<file path="src/rtl/sp_issue_ctrl.sv">
// Issue/hazard controller for the single-precision (even) pipe: RAW/WAW scoreboard and dispatch strobe.
// Optional stall statistics counter enabled by defining SP_ISSUE_STATS_EN.
module sp_issue_ctrl #(
  parameter int unsigned FP_LAT  = 6,
  parameter int unsigned INT_LAT = 7,
  parameter int unsigned ADDR_W  = 7
) (
  input  logic              clk,
  input  logic              reset,
  input  logic              issue_valid,
  input  logic              issue_is_int,
  input  logic              issue_reg_write,
  input  logic [ADDR_W-1:0] issue_rt_addr,
  input  logic [ADDR_W-1:0] issue_ra_addr,
  input  logic [ADDR_W-1:0] issue_rb_addr,
  input  logic [ADDR_W-1:0] issue_rc_addr,
  input  logic              issue_ra_used,
  input  logic              issue_rb_used,
  input  logic              issue_rc_used,
  input  logic              flush,
  output logic              issue_ready,
  output logic              dispatch,
  output logic              busy,
  output logic [15:0]       stall_count
);

  localparam int unsigned CNT_W = 16;

  typedef struct packed {
    logic              valid;
    logic              is_int;
    logic [ADDR_W-1:0] rt;
  } slot_t;

  slot_t slot_q [INT_LAT];
  slot_t slot_d [INT_LAT];
  logic  busy_q, busy_d;
  logic  raw_c, waw_c;

  // Slot i holds an entry of age i+1; only entries younger than their latency can cause hazards.
  always_comb begin
    raw_c = 1'b0;
    waw_c = 1'b0;
    for (int unsigned i = 0; i < INT_LAT; i++) begin
      if (slot_q[i].valid && (i + 1 < (slot_q[i].is_int ? INT_LAT : FP_LAT))) begin
        if ((issue_ra_used && issue_ra_addr == slot_q[i].rt) ||
            (issue_rb_used && issue_rb_addr == slot_q[i].rt) ||
            (issue_rc_used && issue_rc_addr == slot_q[i].rt))
          raw_c = 1'b1;
        if (issue_reg_write && issue_rt_addr == slot_q[i].rt &&
            ((issue_is_int ? INT_LAT : FP_LAT) + i + 1 <= (slot_q[i].is_int ? INT_LAT : FP_LAT)))
          waw_c = 1'b1;
      end
    end
  end

  assign issue_ready = ~(raw_c | waw_c);
  assign dispatch    = issue_valid & issue_ready & ~flush;

  always_comb begin
    for (int unsigned i = 0; i < INT_LAT; i++) slot_d[i] = '0;
    busy_d = 1'b0;
    if (!flush) begin
      if (dispatch && issue_reg_write) begin
        slot_d[0].valid  = 1'b1;
        slot_d[0].is_int = issue_is_int;
        slot_d[0].rt     = issue_rt_addr;
      end
      for (int unsigned i = 1; i < INT_LAT; i++) slot_d[i] = slot_q[i-1];
    end
    for (int unsigned i = 0; i < INT_LAT; i++) busy_d = busy_d | slot_d[i].valid;
  end

  always_ff @(posedge clk or negedge reset) begin
    if (!reset) begin
      for (int unsigned i = 0; i < INT_LAT; i++) slot_q[i] <= '0;
      busy_q <= 1'b0;
    end else begin
      for (int unsigned i = 0; i < INT_LAT; i++) slot_q[i] <= slot_d[i];
      busy_q <= busy_d;
    end
  end

  assign busy = busy_q;

`ifdef SP_ISSUE_STATS_EN
  logic [CNT_W-1:0] stall_cnt_q, stall_cnt_d;

  // Counts cycles an instruction is held back by a hazard; saturates.
  always_comb begin
    stall_cnt_d = stall_cnt_q;
    if (issue_valid && !issue_ready && !flush && stall_cnt_q != {CNT_W{1'b1}})
      stall_cnt_d = stall_cnt_q + CNT_W'(1);
  end

  always_ff @(posedge clk or negedge reset) begin
    if (!reset) stall_cnt_q <= '0;
    else        stall_cnt_q <= stall_cnt_d;
  end

  assign stall_count = stall_cnt_q;
`else
  assign stall_count = '0;
`endif

endmodule
</file>
<file path="config.mk">
export PLATFORM = sky130hd
export DESIGN_NAME = sp_issue_ctrl
export DESIGN_NICKNAME = d
export VERILOG_FILES = /design/src/rtl/sp_issue_ctrl.sv
export SDC_FILE = /design/constraint.sdc
export NUM_CORES = 1
export LEC_CHECK = 0
export CAP_MARGIN = 30
export CORE_UTILIZATION = 40
export CTS_CLUSTER_SIZE = 12
export DETAILED_ROUTE_END_ITERATION = 10
export PLACE_DENSITY_LB_ADDON = 0.3
export RECOVER_POWER = 25
export SYNTH_ARGS = -nofsm -noshare
export SYNTH_HDL_FRONTEND = slang
export SYNTH_SLANG_ARGS = --single-unit
export TNS_END_PERCENT = 20
</file>
<file path="constraint.sdc">
create_clock -name clk -period 4.05 [get_ports clk]
set_clock_uncertainty 0.15 [all_clocks]
set_input_delay 1.0125 -clock clk [delete_from_list [all_inputs] [get_ports clk]]
set_output_delay 1.0125 -clock clk [all_outputs]
set_load 0.05 [all_outputs]
</file>
==> metrics.csv <==
stage,metric,value,unit
grt,grt_overflow_total,0,
grt,grt_max_degree,48,
cts,cts_tree,built,
power,combPwrFrac,21.4,%
finish,fin_nets,461,
worst_setup_path,r2r_start,slot_q[57]$_DFF_PN0_,
die,io_pins,56,
timing,worst_pin_slew,2.199,ns
worst_setup_path,path_buf_inv,3,
grt,antenna_found_initial,0,
cts,htree_levels,2,
synthesis,synth_most_common_cell,xnor2_1,
placement,portBuffers,39,
cts,clockBufferDepth,2,
min_path,holdCritPathClass,reg2reg,
run_status,violations,"max-capacitance violations, max-slew violations",
finish,syn_to_final_growth,16.43,%
power,ir_drop,0.1619,mV
detailed_routing,drtIter0Drc,56,
detailed_routing,wirelength,9088,um
placement,placed_area,0.004273,mm^2
finish,drive_gt1_share,19.58,%
placement,dp_hpwl,7274,um
worst_setup_path,critPathRequiredTime,2.89,ns
finish,fin_area,0.004379,mm^2
timing,whs,0.3161,ns
detailed_routing,routed_via_density,4.822,
worst_setup_path,critPathKind,in2out,
grt,grt_first_pass_wirelength,14570,um
worst_setup_path,startpoint_type,input port,
synthesis,synthTopCellsByArea,"dfrtp_1 (37%), xnor2_1 (31%), buf_4 (8.0%), nor2b_1 (7.5%), nand4_1 (6.5%)",
synthesis,ys_types,22,
synthesis,ys_ff_latch,55,
run,cap_violations,1,
synthesis,netlist_area,0.003761,mm^2
timing,setup_violations,0,
grt,grt_usage,19.95,%
min_path,min-delay-start,slot_q[34]$_DFF_PN0_,
power,cellLeakagePower,1.727,nW
die,fp.coreArea,0.009153,mm^2
worst_setup_path,end_kind,output pin,
synthesis,yosysWarnings,0,
min_path,hold_end,slot_q[25]$_DFF_PN0_,
power,share_seq_of_total_power,48.5,%
detailed_routing,dr.pass1.iters,4,
detailed_routing,dr_total_vias,2580,
timing,report.final.slew_viol_count,43,
power,switchingPower,0.0003217,W
die,dieArea,0.009794,mm^2
power,total_power,0.001166,W
worst_setup_path,r2r_cells,7,
worst_setup_path,cp_slowest_cell,dlygate4sd2_1,
synthesis,synthTopCellsByCount,"xnor2_1 (131), dfrtp_1 (55), nor2b_1 (45)",
timing,fmax,253.9,MHz
worst_setup_path,timing.rr.end,busy$_DFF_PN0_,
worst_setup_path,path_max_fanout,5,
placement,gp_congestion,0.8956,
synthesis,async_flop_share,100.0,%
power,switching_share,27.59,%
die,start_util,41.09,%
synthesis,synth_edf_count,0,
worst_setup_path,arrival,2.78,ns
die,dieHeight,98.97,um
timing,hold_violations,0,
synthesis,yosysTopAreaCell,dfrtp_1,
cts,numCtsBuffers,5,
detailed_routing,postRouteAntennaNets,0,
run_status,status,"complete, but fails checks",
detailed_routing,drc,0,
worst_setup_path,critPathMaxStageDelay,0.33,ns
synthesis,yosysTopAreaCellShare,36.59,%
die,rows,35,
timing,period_needed,3.938,ns
synthesis,syn_area_per_cell,10.06,um^2
cts,clkTransAtPathRegs,0.09,ns
synthesis,synthCells,374,
detailed_routing,routedWlPerCell,16.99,um
worst_setup_path,path_common_cell,nand4_1,
power,intPower,0.0008444,W
finish,fillers,882,
finish,diodes,0,
worst_setup_path,r2r_setup_slack,1.90,ns
min_path,min_path_cells,1,
cts,clock-sinks,55,
synthesis,ys_seq_area_share,36.59,%
timing,relSlewSlack,-46.57,%
cts,worst_skew_pair.late_latency,0.31,ns
worst_setup_path,crit_chain,dlygate4sd2_1 -> xnor2_1 -> nand4_1 -> nor2_1 -> o311ai_2 -> nand4_1 -> buf_6 -> nor4b_4 -> buf_12,
cts,root_buffer,clkbuf_8,
grt,first_global_vias,2815,
synthesis,ys_dominant_reg_cell,dfrtp_1,
finish,final_util,47.85,%
worst_setup_path,crit_family,buffers and inverters,
power,clkPwrFrac,30.1,%
die,die_x,98.97,um
power,p_per_area,266.3,mW/mm^2
timing,fin_crit_sh,97.23,%
worst max-delay path by stage:
stage | start | end | slack [ns] | cells past startpoint
2_1_floorplan | issue_ra_addr[2] | issue_ready | 0.09 | 8
3_3_place_gp | issue_rb_addr[5] | dispatch | -0.37 | 9
3_5_place_dp | issue_rb_addr[5] | dispatch | -0.36 | 9
4_1_cts | issue_rc_addr[4] | dispatch | 0.02 | 9
5_1_grt | issue_rt_addr[3] | issue_ready | -0.02 | 8
6_report | issue_rc_addr[5] | dispatch | 0.11 | 9
cell type report:
class | instances | area, um^2 | area share, %
clock inverter | 1 | 30.03 | 0.6857
tap | 111 | 138.9 | 3.171
inverter | 8 | 30.03 | 0.6857
multi-input combinational | 276 | 2101 | 47.97
sequential | 55 | 1376 | 31.43
clock buffer | 6 | 72.57 | 1.657
timing repair buffer | 78 | 630.6 | 14.40
cell usage in the layout (no fill, tap or decap), types with 3 or more instances in the layout:
| master | synthesis | final |
|---|---|---|
| clkbuf_2 | 0 | 13 |
| nor3_2 | 8 | 8 |
| buf_2 | 0 | 4 |
| buf_12 | 0 | 3 |
| dlygate4sd2_1 | 0 | 4 |
| clkdlybuf4s50_1 | 0 | 11 |
| clkdlybuf4s15_1 | 0 | 4 |
| nand4_1 | 39 | 39 |
| nor2b_1 | 45 | 45 |
| xnor2_1 | 131 | 128 |
| clkbuf_1 | 5 | 3 |
| buf_4 | 40 | 33 |
| inv_1 | 8 | 8 |
| buf_6 | 5 | 4 |
| dfrtp_1 | 55 | 55 |
| nor2_1 | 21 | 20 |
| clkbuf_8 | 0 | 5 |
| xnor2_2 | 0 | 3 |
| conb_1 | 1 | 16 |
logic make-up (layout without fill, tap and decap cells):
kind of cell	Yosys count	count (layout)	share of synthesized area, %
and+or+nand+nor	120	120	19.76
buffers and inverters	58	93	10.78
AOI/OAI and AO/OA	7	7	1.797
other	1	16	0.09970
DFF	55	55	36.59
xor gates and xnor gates	133	133	30.97
through the flow:
step	instances	TNS (ns)	setup slack (ns)
2_1_floorplan	389	0	0.09456
3_3_place_gp	525	-0.6346	-0.3731
3_5_place_dp	525	-0.6021	-0.3576
4_1_cts	533	0	0.01665
5_1_grt	535	-0.01547	-0.01547
6_report	535	0	0.1121
sequential cells by signal, summed over array words and instances, names as in the netlist:
| signal | count |
|---|---|
| slot_q | 54 |
| busy | 1 |
metal layers:
layer | routed length [um] | vias up | track usage [%]
li1 | - | 1269 | -
met1 | 4045 | 1239 | 24.62
met2 | 4589 | 63 | 36.20
met3 | 323 | 9 | 2.837
met4 | 130 | 0 | 5.396
met5 | 0 | - | 0
power groups by stage:
stage	logic [W]	registers [W]	clock network [W]
final	0.000250	0.000565	0.000351
after global routing	0.000269	0.000567	0.000382
after CTS	0.000252	0.000565	0.000358
after detailed placement	0.000256	0.000576	0
after global placement	0.000254	0.000576	0
after floorplan	0.000182	0.000574	0
what timing repair did:
action | in CTS | in global routing
hold buffers | 0 | 0
gates resized for setup | 37 | 42
pin swaps | 8 | 14
setup buffers | 1 | 1
endpoints found under the setup margin | 2 | 2
hold endpoints to repair | 0 | 0
Power figures use the tool's default switching activity.
